--- src/rtl/sorted_result_serializer_if.sv ---
// Handshake bundle between the sorting network, the serializer and its consumer.
// SERIALIZER_TOPK_EN adds the in_count field (elements to emit per load).
interface sorted_result_serializer_if #(
    parameter int NETWORK_WIDTH = 16,
    parameter int INDEX_WIDTH   = 4,
    parameter int NUM_ELEMENTS  = 16
);
    logic                                  in_valid;
    logic                                  in_ready;
    logic [NUM_ELEMENTS*NETWORK_WIDTH-1:0] in_values;
    logic [NUM_ELEMENTS*INDEX_WIDTH-1:0]   in_indices;
    logic                                  in_descending;
`ifdef SERIALIZER_TOPK_EN
    logic [INDEX_WIDTH:0]                  in_count;
`endif
    logic                                  out_valid;
    logic                                  out_ready;
    logic [NETWORK_WIDTH-1:0]              out_value;
    logic [INDEX_WIDTH-1:0]                out_index;
    logic                                  out_last;
    logic                                  busy;

    modport master (
`ifdef SERIALIZER_TOPK_EN
        output in_count,
`endif
        output in_valid,
        output in_values,
        output in_indices,
        output in_descending,
        output out_ready,
        input  in_ready,
        input  out_valid,
        input  out_value,
        input  out_index,
        input  out_last,
        input  busy
    );

    modport slave (
`ifdef SERIALIZER_TOPK_EN
        input  in_count,
`endif
        input  in_valid,
        input  in_values,
        input  in_indices,
        input  in_descending,
        input  out_ready,
        output in_ready,
        output out_valid,
        output out_value,
        output out_index,
        output out_last,
        output busy
    );
endinterface

--- src/rtl/sorted_result_serializer.sv ---
// Captures one sorted network result and streams it out one element per beat.
// SERIALIZER_TOPK_EN limits each load to the first in_count elements.
module sorted_result_serializer #(
    parameter int NETWORK_WIDTH = 16,
    parameter int INDEX_WIDTH   = 4,
    parameter int NUM_ELEMENTS  = 16
) (
    input  logic                      clk,
    input  logic                      rst,
    sorted_result_serializer_if.slave bus
);
    typedef enum logic {
        IDLE   = 1'b0,
        STREAM = 1'b1
    } state_t;

    localparam logic [INDEX_WIDTH:0]   REM_FULL = (INDEX_WIDTH+1)'(NUM_ELEMENTS);
    localparam logic [INDEX_WIDTH:0]   REM_ONE  = (INDEX_WIDTH+1)'(1);
    localparam logic [INDEX_WIDTH-1:0] PTR_MAX  = INDEX_WIDTH'(NUM_ELEMENTS-1);
    localparam logic [INDEX_WIDTH-1:0] PTR_ONE  = INDEX_WIDTH'(1);

    state_t state_q;
    state_t state_d;

    logic [NETWORK_WIDTH-1:0] val_q [NUM_ELEMENTS];
    logic [INDEX_WIDTH-1:0]   idx_q [NUM_ELEMENTS];
    logic                     desc_q;
    logic [INDEX_WIDTH-1:0]   ptr_q;
    logic [INDEX_WIDTH:0]     rem_q;

    logic                     load;
    logic                     start;
    logic                     xfer;
    logic                     last;
    logic [INDEX_WIDTH:0]     load_cnt;

    // Number of elements a load will emit; zero means accept-and-drop.
    always_comb begin
        load_cnt = REM_FULL;
`ifdef SERIALIZER_TOPK_EN
        if (bus.in_count < REM_FULL) begin
            load_cnt = bus.in_count;
        end
`endif
    end

    assign load  = (state_q == IDLE) && bus.in_valid;
    assign start = load && (load_cnt != '0);
    assign xfer  = (state_q == STREAM) && bus.out_ready;
    assign last  = (rem_q == REM_ONE);

    always_ff @(posedge clk or posedge rst) begin
        if (rst) begin
            state_q <= IDLE;
        end else begin
            state_q <= state_d;
        end
    end

    always_comb begin
        state_d = state_q;
        unique case (1'b1)
            (state_q == IDLE): begin
                if (start) begin
                    state_d = STREAM;
                end
            end
            (state_q == STREAM): begin
                if (xfer && last) begin
                    state_d = IDLE;
                end
            end
            default: state_d = IDLE;
        endcase
    end

    always_comb begin
        bus.in_ready  = (state_q == IDLE);
        bus.out_valid = (state_q == STREAM);
        bus.busy      = (state_q == STREAM);
        bus.out_value = '0;
        bus.out_index = '0;
        bus.out_last  = 1'b0;
        if (state_q == STREAM) begin
            bus.out_value = val_q[ptr_q];
            bus.out_index = idx_q[ptr_q];
            bus.out_last  = last;
        end
    end

    // Lane buffer, direction, read pointer and beats-left counter.
    always_ff @(posedge clk or posedge rst) begin
        if (rst) begin
            for (int k = 0; k < NUM_ELEMENTS; k++) begin
                val_q[k] <= '0;
                idx_q[k] <= '0;
            end
            desc_q <= 1'b0;
            ptr_q  <= '0;
            rem_q  <= '0;
        end else if (load) begin
            for (int k = 0; k < NUM_ELEMENTS; k++) begin
                val_q[k] <= bus.in_values[k*NETWORK_WIDTH +: NETWORK_WIDTH];
                idx_q[k] <= bus.in_indices[k*INDEX_WIDTH +: INDEX_WIDTH];
            end
            desc_q <= bus.in_descending;
            ptr_q  <= bus.in_descending ? PTR_MAX : '0;
            rem_q  <= load_cnt;
        end else if (xfer) begin
            rem_q <= rem_q - REM_ONE;
            // Pointer parks on the final lane rather than wrapping.
            if (!last) begin
                ptr_q <= desc_q ? (ptr_q - PTR_ONE) : (ptr_q + PTR_ONE);
            end
        end
    end
endmodule

--- src/flat_wrapper.sv ---
// flat-port wrapper written by rule: the top's interface ports become plain ports
module sorted_result_serializer_flat 
#(
    parameter int NETWORK_WIDTH = 16,
    parameter int INDEX_WIDTH   = 4,
    parameter int NUM_ELEMENTS  = 16
)
  (clk, rst, bus_in_valid, bus_in_values, bus_in_indices, bus_in_descending, bus_out_ready, bus_in_ready, bus_out_valid, bus_out_value, bus_out_index, bus_out_last, bus_busy);
  sorted_result_serializer_if #(.NETWORK_WIDTH(NETWORK_WIDTH), .INDEX_WIDTH(INDEX_WIDTH), .NUM_ELEMENTS(NUM_ELEMENTS)) bus_i ();
  input  logic clk;
  input  logic rst;
  input wire logic [$bits(bus_i.in_valid)-1:0] bus_in_valid;
  input wire logic [$bits(bus_i.in_values)-1:0] bus_in_values;
  input wire logic [$bits(bus_i.in_indices)-1:0] bus_in_indices;
  input wire logic [$bits(bus_i.in_descending)-1:0] bus_in_descending;
  input wire logic [$bits(bus_i.out_ready)-1:0] bus_out_ready;
  output wire logic [$bits(bus_i.in_ready)-1:0] bus_in_ready;
  output wire logic [$bits(bus_i.out_valid)-1:0] bus_out_valid;
  output wire logic [$bits(bus_i.out_value)-1:0] bus_out_value;
  output wire logic [$bits(bus_i.out_index)-1:0] bus_out_index;
  output wire logic [$bits(bus_i.out_last)-1:0] bus_out_last;
  output wire logic [$bits(bus_i.busy)-1:0] bus_busy;
  assign bus_i.in_valid = bus_in_valid;
  assign bus_i.in_values = bus_in_values;
  assign bus_i.in_indices = bus_in_indices;
  assign bus_i.in_descending = bus_in_descending;
  assign bus_i.out_ready = bus_out_ready;
  assign bus_in_ready = bus_i.in_ready;
  assign bus_out_valid = bus_i.out_valid;
  assign bus_out_value = bus_i.out_value;
  assign bus_out_index = bus_i.out_index;
  assign bus_out_last = bus_i.out_last;
  assign bus_busy = bus_i.busy;
  sorted_result_serializer #(.NETWORK_WIDTH(NETWORK_WIDTH), .INDEX_WIDTH(INDEX_WIDTH), .NUM_ELEMENTS(NUM_ELEMENTS)) u_core (.clk(clk), .rst(rst), .bus(bus_i));
endmodule
--- config.mk ---
export PLATFORM = sky130hd
export DESIGN_NAME = sorted_result_serializer_flat
export DESIGN_NICKNAME = d
export VERILOG_FILES = /design/src/rtl/sorted_result_serializer_if.sv /design/src/rtl/sorted_result_serializer.sv /design/src/flat_wrapper.sv
export SDC_FILE = /design/constraint.sdc
export NUM_CORES = 1
export LEC_CHECK = 0
export ABC_AREA = 1
export CORE_ASPECT_RATIO = 0.8
export CORE_MARGIN = 5
export CORE_UTILIZATION = 36
export DETAILED_ROUTE_END_ITERATION = 8
export REMOVE_ABC_BUFFERS = 1
export SLEW_MARGIN = 20
export SYNTH_ARGS = -nofsm -noshare
export SYNTH_HDL_FRONTEND = slang
export SYNTH_SLANG_ARGS = --single-unit
--- constraint.sdc ---
create_clock -name clk -period 28.3 [get_ports clk]
set_input_delay 5.66 -clock clk [delete_from_list [all_inputs] [get_ports clk]]
set_output_delay 5.66 -clock clk [all_outputs]
set_load 0.02 [all_outputs]
==> reports/results.txt, run 1 <==
Final-stage net count = 2745
Pwr Density = 111 nW/um^2
Clock Latency Late Sink = 0.53 ns
Total grt overflow = 0
Routed WL = 50.5 mm
Root Driver = clkbuf_16
TNS Setup = 0 ns
I/O pin cnt = 349
R2R Path Start = u_core.bus.busy$_DFF_PP0_
Synth-to-Final Area Change = 29.5%
Pint = 0.00140 W
Top cell type's share of synthesized area = 0.509
Antenna cells = 0
Final Critical Period = 9.70 ns
Clock transition at path regs = 0.06 ns
Static leakage = 9.88 nW
Final hold vios = 0
Cell mode on critical path = nand3_1
Synth Instances = 2154
CTS tree = yes
Final Wtd Congestion = 0.817
Rel. slew slack = 0.335
Unrepaired setup endpoints after global routing = false
YS warnings = 0
Worst setup EP type = output port
Share of cells above drive strength 1 = 0.0393
Post-CTS Setup Inserts = 0
CP Cell Sequence = inv_4 -> buf_4 -> nand2_1 -> nand3_1 -> nand3_1 -> nand3_1 -> a21oi_1 -> clkdlybuf4s50_1
CTS max path bufs = 3
CP startpoint = u_core.ptr_q[0]$_DFFE_PP0P_
Seq/Total Area, Yosys = 0.509
Slew Limit Fails = 0
Die W = 248 um
CTS buffer count = 38
Cell taking the most area after synthesis = dfrtp_1
Post-cts sizing count = 0
Most frequent cells in the layout = nand2_1 (730), clkdlybuf4s50_1 (348), dfrtp_1 (327), inv_1 (288), nand3_1 (247)
IO Port Bufs = 348
Worst min-delay path class = reg2reg
Vias in the first global route = 14467
Commonest non-fill, non-tap cell in the layout = nand2_1
Status = finished, final reports clean
Die area = 49500 sq um
Tot GR Track Use = 0.199
Post-CTS Hold Fix Bufs = 0
Unique masters post-synth = 25
Crit Path Class = reg2out
Sw frac = 0.401
Synthesis-stage register bit count = 331
Worst hold slack = 0.480 ns
Clock share of power = 0.211
Dpl ws = 18.53 ns
Syn Area/Cell = 7.55 sq um
Largest net degree at the start of global routing = 204
Clk sinks = 331
DRC = 0
Worst EP required = 22.64 ns
CP Max Fanout = 65
Post-DR wirelength/cell = 16.6 um
Critical-path top delay cell = buf_4
CP peak stage delay = 0.77 ns
Initial Util = 0.365
Worst setup SP type = flop
Vias per cell = 4.76
Worst slew pin tran = 0.998 ns
Die height = 200 um
Row cnt = 69
Hold Crit Start = u_core.val_q[251]$_DFFE_PP0P_
Final setup fails = 0
Final WS setup = 18.60 ns
First-pass GRT wire length = 78.6 mm
Comb pwr share = 0.434
Initial antenna violation count = 3
Flop pwr share = 0.355
P_sw = 0.000933 W
Max VDD drop = 0.0607 mV
Core box area = 44500 sq um
Skew final = 0.0167 ns
Max-Cap Viols = 0
Reg2Reg Depth = 6
Starting DRC count in detailed routing = 1187
Mapped cell area = 16300 sq um
H-tree levels = 2
Ranking of synthesized cells by area = dfrtp_1 (51%), nand2_1 (17%), nand3_1 (7.6%)
Worst Hold Depth = 2
Arr. time, crit path = 4.04 ns
Final worst path period share = 0.343
Fmax = 103 MHz
Post-DP HPWL = 31.5 mm
ANT nets after route = 0
Vias = 14484
DR pass1 iterations = 5
[final timing paths]
path	end	slack (ns)
max in group asynchronous	u_core.val_q[167]$_DFFE_PP0P_	20.72
setup / recovery	bus_out_index[1]	18.60
hold reg to reg	u_core.val_q[251]$_DFFE_PP0P_	0.48
min in group asynchronous	u_core.val_q[1]$_DFFE_PP0P_	5.71
setup reg to reg	u_core.val_q[156]$_DFFE_PP0P_	23.53
hold / removal	u_core.val_q[251]$_DFFE_PP0P_	0.48
[sequential cells by signal, indices dropped and copies added (netlist names)]
name,flops
u_core.rem_q,5
u_core.val_q,256
u_core.ptr_q,4
u_core.desc_q,1
u_core.bus.busy,1
u_core.idx_q,64
[cell families after synthesis]
| family | count (synthesis) | synth area share |
|---|---|---|
| simple gates | 1067 | 0.266 |
| flops | 331 | 0.509 |
| xor+xnor | 2 | 0.00108 |
| buf+inv | 435 | 0.119 |
| fa+ha+maj | 5 | 0.00431 |
| compound gates | 314 | 0.0997 |
[metrics by stage]
| stage | total power [W] | area, sq um | utilization | cells |
|---|---|---|---|---|
| finish | 0.00233 | 21100 | 0.473 | 3046 |
| CTS | 0.00235 | 21000 | 0.473 | 3046 |
| floorplan | 0.00152 | 15400 | - | 2014 |
| global placement | 0.00182 | 19800 | 0.444 | 2978 |
| global route | 0.00253 | 21100 | 0.473 | 3046 |
| detailed placement | 0.00185 | 19800 | 0.444 | 2978 |
[layout make-up]
| type | instances | area, sq um |
|---|---|---|
| timing repair buffer | 361 | 3590 |
| clock buffer | 58 | 1170 |
| tap | 603 | 754 |
| sequential | 331 | 8290 |
| multi-input combinational | 1388 | 6040 |
| inverter | 295 | 1130 |
| fill | 4478 | 23500 |
| clock inverter | 10 | 85.1 |
[power groups by stage]
stage	clock network [W]	logic (W)	registers, W
final	0.000492	0.00101	0.000826
after CTS	0.000505	0.00102	0.000826
after global placement	0	0.000995	0.000828
after detailed placement	0	0.00102	0.000834
after global routing	0.000525	0.00115	0.000850
after floorplan	0	0.000687	0.000831
[Yosys cell counts]
master	number
nand2_4	1
a22oi_1	2
o21ai_0	165
a21oi_1	22
fa_1	1
o21ai_2	11
o22ai_1	2
nand2b_1	1
ha_1	4
dfrtp_1	331
buf_2	55
clkbuf_1	38
or2_2	1
inv_1	291
or2_1	1
nand2_1	730
o21ai_1	112
nor2_1	86
buf_4	23
nand3_1	247
buf_6	20
xor2_1	1
inv_2	4
buf_1	4
xnor2_1	1
[worst max-delay path, delay by kind of cell (launching register included)]
family	cells	cell delay (ns)
buffers and inverters	3	2.02
DFF	1	0.75
AOI/OAI and AO/OA	1	0.11
and+or+nand+nor	4	0.48
[routing by layer]
metal  routed length [um]  track usage
met5                   41            0
met2                22900        0.317
met4                  886       0.0421
met1                23200        0.284
met3                 3510       0.0423
Note: power is estimated with default switching activity, not from simulation.
==> run 2: changes to the inputs <==
==> constraint.sdc (replaced) <==
create_clock -name clk -period 10.06 [get_ports clk]
set_input_delay 2.012 -clock clk [delete_from_list [all_inputs] [get_ports clk]]
set_output_delay 2.012 -clock clk [all_outputs]
set_load 0.02 [all_outputs]
==> run 2 against run 1 <==
Net effect: first-iteration DRC count decreased by 2.8%; sequential cell count did not move; register-to-register slack lost 17 ns; largest cell class unchanged; power rose to 2.9 times the previous value; critical endpoint is now bus_out_value[12]; critical path depth is the same; non-clock buffer count unchanged; via count rose by 0.96%; cell area rose by 0.54%; sequential share of layout area shrank 0.21 points.
==> reports/results.txt, run 2 (synthesized netlist as in run 1, its figures left out) <==
Status = finished, final reports clean
Met1 GRT Util = 0.277 (-0.00664)
Cell area after layout = 21200 sq um (+0.54%)
First-pass GRT wire length = 78.5 mm (-0.16%)
Root Driver = clkbuf_16
Global routing's busiest layer = met2
Met3 Resource Use GR = 0.0407 (-0.00160)
Max-Cap Viols = 0 (unchanged)
Final WS setup = 4.11 ns (-14.49 ns)
CP startpoint = u_core.ptr_q[0]$_DFFE_PP0P_
Hold Crit Start = u_core.val_q[241]$_DFFE_PP0P_
Most frequent cells in the layout = nand2_1 (730), clkdlybuf4s50_1 (348), dfrtp_1 (327), inv_1 (288), nand3_1 (247)
Slew Limit Fails = 0 (unchanged)
Die area = 49500 sq um (unchanged)
Rel. slew slack = 0.228 (-0.107)
Worst setup SP type = flop
Largest regs = u_core.val_q: 256 flops, u_core.idx_q: 64 flops, u_core.rem_q: 5 flops
Max VDD drop = 0.134 mV (+120%)
Post-layout util = 0.475 (+0.00253)
Clk sinks = 331 (unchanged)
Final worst path period share = 0.591
Post-DP HPWL = 31.5 mm (about the same)
Crit Path Class = reg2out
Final Critical Period = 5.95 ns
Antenna cells = 0 (unchanged)
Final Wtd Congestion = 0.814 (-0.38%)
Skew final = 0.00625 ns (-0.0104 ns)
Final hold vios = 0 (unchanged)
Share of cells above drive strength 1 = 0.0384 (-0.000850)
Clock Latency Late Sink = 0.52 ns (about the same)
Commonest non-fill, non-tap cell in the layout = nand2_1
CTS max path bufs = 3 (unchanged)
Sink of the worst hold path = u_core.val_q[241]$_DFFE_PP0P_
Critical-path top delay cell = buf_4
Worst min-delay path class = reg2reg
CP peak stage delay = 0.96 ns (+0.19 ns)
Vias per cell = 4.80 (+0.89%)
Dpl ws = 4.69 ns (-13.84 ns)
Pwr Density = 314 nW/um^2 (+180%)
Fmax = 168 MHz
Worst R2R Setup Slack = 6.40 ns (-17.13 ns)
Multi-input logic area = 6040 sq um (unchanged)
CP Max Fanout = 89 (+37%)
Post-DR wirelength/cell = 16.6 um (-0.11%)
Register Area = 8290 sq um (unchanged)
Static leakage = 9.92 nW (+0.47%)
Arr. time, crit path = 3.94 ns (-0.10 ns)
Largest Register = u_core.val_q
Post-CTS Setup Inserts = 0 (unchanged)
ANT nets after route = 0 (unchanged)
Routed WL = 50.5 mm (about the same)
Buffers plus inverters on the worst setup path = 3 (unchanged)
Post-cts sizing count = 0 (unchanged)
Worst EP required = 8.05 ns (-14.59 ns)
Cell mode on critical path = nand3_1
Worst setup EP type = output port
Tot GR Track Use = 0.198 (-0.00113)
Fillers = 4447 (-0.69%)
Final-stage net count = 2746 (+0.036%)
CP top delay family = buffers and inverters
Final setup fails = 0 (unchanged)
Largest net degree at the start of global routing = 244 (+20%)
IO Port Bufs = 348 (unchanged)
Post-CTS Hold Fix Bufs = 0 (unchanged)
Reg2Reg Depth = 7 (+1)
DRC = 0 (unchanged)
Row cnt = 69 (unchanged)
Worst slew pin tran = 1.16 ns (+0.160 ns)
H-tree levels = 2 (unchanged)
Routing usage on met2 = 0.322 (+0.00498)
Unrepaired setup endpoints after global routing = false
Max reg flops = 256 (unchanged)
Die height = 200 um (unchanged)
CTS tree = yes
R2R Path Start = u_core.bus.busy$_DFF_PP0_
Core box area = 44500 sq um (unchanged)
DP Area = 19800 sq um (about the same)
Synth-to-Final Area Change = 30.2%
Die W = 248 um (unchanged)
Vias in the first global route = 14640 (+1.2%)
Initial Util = 0.365 (unchanged)
CTS buffer count = 39 (+2.6%)
Total grt overflow = 0 (unchanged)
CP Cell Sequence = inv_4 -> buf_4 -> nand2_1 -> nand3_1 -> nand3_1 -> nand3_1 -> a21oi_1 -> clkdlybuf4s50_1
Initial antenna violation count = 4 (+1)
Worst Hold Depth = 2 (unchanged)
DR pass1 iterations = 5 (unchanged)
Clock transition at path regs = 0.06 ns (about the same)
I/O pin cnt = 349 (unchanged)
TNS Setup = 0 ns (unchanged)
Starting DRC count in detailed routing = 1154 (-2.8%)
Critical register-to-register path endpoint = u_core.val_q[15]$_DFFE_PP0P_
Vias = 14623 (+0.96%)
-- run 2: final cells by class --
class,instances,share of cell area
multi-input combinational,1388,0.285
sequential,331,0.392
tap,603,0.0356
inverter,295,0.0533
clock inverter,8,0.00686
timing repair buffer,361,0.171
clock buffer,62,0.0560
-- run 2: through the flow --
stage	hold slack (ns)	std cells	power [W]
2_1_floorplan	0.450	2014	0.00427
3_3_place_gp	0.464	2977	0.00511
3_5_place_dp	0.466	2977	0.00518
4_1_cts	0.481	3047	0.00669
5_1_grt	0.505	3048	0.00719
6_report	0.477	3048	0.00664
-- run 2: layer usage --
metal / vias to the layer above / wire length (um)
li1: 7179 / -
met1: 6918 / 22800
met2: 445 / 23100
met3: 75 / 3650
met4: 6 / 959
met5: - / 23
-- run 2: report_power, final --
group	switching [W]	leakage [nW]	internal (W)	total (W)
clock network	0.000563	0.643	0.000909	0.00147
logic	0.00176	5.34	0.00109	0.00285
registers	0.000303	3.94	0.00201	0.00231
total	0.00263	9.92	0.00401	0.00664
-- run 2: worst register-to-register path, delay by kind of cell, from the launching register on --
kind	cells	cell delay [ns]
buffers and inverters	4	2.71
and+or+nand+nor	2	0.29
AOI/OAI and AO/OA	1	0.14
DFF	1	0.42
-- run 2: worst max-delay path by stage --
stage                           endpoint  cells after the start
3_5_place_dp           bus_out_value[12]                      8
3_3_place_gp            bus_out_value[5]                      8
6_report               bus_out_value[12]                      8
4_1_cts                 bus_out_value[0]                      8
5_1_grt                bus_out_value[12]                      8
2_1_floorplan  u_core.bus.busy$_DFF_PP0_                      1
==> run 3: changes to the inputs <==
==> constraint.sdc (replaced) <==
create_clock -name clk -period 5 [get_ports clk]
set_input_delay 1 -clock clk [delete_from_list [all_inputs] [get_ports clk]]
set_output_delay 1 -clock clk [all_outputs]
set_load 0.02 [all_outputs]
==> run 3 against run 2 <==
Net effect: sequential power up 96%; critical path type unchanged; routed wire length down 1.2%; cell area down 0.34%; sequential cell count unchanged; non-clock buffer count up 7; critical path depth unchanged; hold slack better by 0.0021 ns; worst setup slack worse by 3.7 ns.
==> reports/results.txt, run 3 (synthesized netlist as in run 1, its figures left out) <==
Buffers plus inverters on the worst setup path = 3 (unchanged)
Worst min-delay path class = reg2reg
Final worst path period share = 0.924
Clock transition at path regs = 0.06 ns (about the same)
Worst setup SP type = flop
Cell mode on critical path = nand3_1
Tot GR Track Use = 0.197 (-0.00100)
Critical-path top delay cell = dfrtp_4
CP Max Fanout = 36 (-60%)
H-tree levels = 2 (unchanged)
Initial Util = 0.365 (unchanged)
Power Total = 0.0130 W (+96%)
Root Driver = clkbuf_16
Met1 GRT Util = 0.279 (+0.00222)
Post-cts sizing count = 0 (unchanged)
Starting DRC count in detailed routing = 1000 (-13%)
CP top delay family = buffers and inverters
Vias in the first global route = 14782 (+0.97%)
Status = finished, final reports clean
Largest net degree at the start of global routing = 162 (-34%)
Clk sinks = 331 (unchanged)
Fmax = 216 MHz
Global routing's busiest layer = met2
Clock Latency Late Sink = 0.52 ns (about the same)
Unrepaired setup endpoints after global routing = false
Post-DR wirelength/cell = 16.4 um (-1.2%)
Arr. time, crit path = 3.62 ns (-0.32 ns)
Post-CTS Hold Fix Bufs = 0 (unchanged)
TNS Setup = 0 ns (unchanged)
Worst setup EP type = output port
DR pass1 iterations = 5 (unchanged)
Final-stage net count = 2751 (+0.18%)
Total grt overflow = 0 (unchanged)
Vias per cell = 4.77 (-0.53%)
Antenna cells = 0 (unchanged)
Crit Path Class = reg2out
Commonest non-fill, non-tap cell in the layout = nand2_1
CTS max path bufs = 3 (unchanged)
Initial antenna violation count = 4 (unchanged)
Max-Cap Viols = 0 (unchanged)
Max VDD drop = 0.432 mV (+220%)
DRC = 0 (unchanged)
CP startpoint = u_core.ptr_q[1]$_DFFE_PP0P_
Reg2Reg Depth = 6 (-1)
R2R Path Start = u_core.bus.busy$_DFF_PP0_
Worst Hold Depth = 2 (unchanged)
Sink of the worst hold path = u_core.val_q[179]$_DFFE_PP0P_
CP Cell Sequence = clkinv_2 -> buf_12 -> nor2_1 -> nand2_1 -> nand3_1 -> nand3_1 -> a21oi_1 -> clkdlybuf4s50_1
CTS tree = yes
Vias = 14540 (-0.57%)
Final Critical Period = 4.62 ns
Met3 Resource Use GR = 0.0389 (-0.00186)
Final setup fails = 0 (unchanged)
Worst EP required = 4.00 ns (-4.05 ns)
Routed WL = 49.9 mm (-1.2%)
Row cnt = 69 (unchanged)
CTS buffer count = 37 (-5.1%)
Post-CTS Setup Inserts = 0 (unchanged)
Share of cells above drive strength 1 = 0.0401 (+0.00165)
Die W = 248 um (unchanged)
Post-DP HPWL = 32.3 mm (+2.3%)
Worst R2R Setup Slack = 1.94 ns (-4.46 ns)
ANT nets after route = 0 (unchanged)
Slew Limit Fails = 0 (unchanged)
Rel. slew slack = 0.255 (+0.0268)
Worst slew pin tran = 1.12 ns (-0.0419 ns)
Die area = 49500 sq um (unchanged)
Final Wtd Congestion = 0.808 (-0.77%)
Pwr Density = 617 nW/um^2 (+97%)
Core box area = 44500 sq um (unchanged)
Largest regs = u_core.val_q: 256 flops, u_core.idx_q: 64 flops, u_core.rem_q: 5 flops
Max reg flops = 256 (unchanged)
Die height = 200 um (unchanged)
Routing usage on met2 = 0.316 (-0.00610)
Synth-to-Final Area Change = 29.8%
Skew final = 0.0119 ns (+0.00565 ns)
Largest Register = u_core.val_q
Static leakage = 9.90 nW (-0.21%)
Critical register-to-register path endpoint = u_core.val_q[78]$_DFFE_PP0P_
Final hold vios = 0 (unchanged)
Hold Crit Start = u_core.val_q[179]$_DFFE_PP0P_
IO Port Bufs = 348 (unchanged)
First-pass GRT wire length = 78.8 mm (+0.40%)
I/O pin cnt = 349 (unchanged)
CP peak stage delay = 0.74 ns (-0.22 ns)
Most frequent cells in the layout = nand2_1 (730), clkdlybuf4s50_1 (348), dfrtp_1 (327), inv_1 (288), nand3_1 (247)
-- run 3: cell types whose count changed in the layout (fill, tap and decap cells not counted), moves of 2 or more --
cell | before | now
clkinv_2 | 3 | 10
buf_12 | 2 | 10
clkbuf_16 | 41 | 39
clkbuf_8 | 8 | 5
clkbuf_1 | 13 | 8
clkinvlp_4 | 2 | 0
bufinv_16 | 4 | 0
-- run 3: final cells by class --
cell class              instances  area [sq um]
fillers                      4439         23500
repair buffers                368          3760
clock inverters                10          53.8
clock buffers                  52          1070
inverters                     295          1130
well taps                     603           754
flip-flops and latches        331          8290
multi-input cells            1388          6040
-- run 3: metrics by stage --
step / std cells / hold WS, ns / setup WS (ns) / cell area, sq um / utilization
after floorplan: 2014 / 0.450 / -5.17 / 15400 / -
after global placement: 2985 / 0.462 / 0.935 / 20000 / 0.448
after detailed placement: 2985 / 0.466 / 0.909 / 20000 / 0.448
after CTS: 3047 / 0.482 / 0.328 / 21100 / 0.474
after global routing: 3047 / 0.490 / 0.146 / 21100 / 0.474
final: 3047 / 0.479 / 0.378 / 21100 / 0.474
-- run 3: how the worst max path moves through the flow --
stage                                 to  slack, ns  depth (start not counted)
6_report                bus_out_index[1]       0.38                          8
5_1_grt                 bus_out_value[6]       0.15                          8
4_1_cts                 bus_out_index[1]       0.33                          8
3_5_place_dp            bus_out_index[1]       0.91                          8
3_3_place_gp            bus_out_index[1]       0.94                          8
2_1_floorplan  u_core.bus.busy$_DFF_PP0_      -5.17                          1
-- run 3: metal layers --
| metal | vias to the layer above | part of all wire |
|---|---|---|
| li1 | 7192 | - |
| met5 | - | 0.00078 |
| met1 | 6869 | 0.47 |
| met2 | 395 | 0.45 |
| met3 | 78 | 0.061 |
| met4 | 6 | 0.020 |
-- run 3: tightest hold or removal path, stage by stage, from the launching register on --
cell and delay (ns):
dfrtp_1 0.34, nand2_1 0.05, nand2_1 0.06
-- run 3: power by group --
part	total (W)	switching [W]	internal, W
logic	0.00591	0.00367	0.00224
clock network	0.00258	0.00108	0.00149
registers	0.00452	0.000471	0.00405
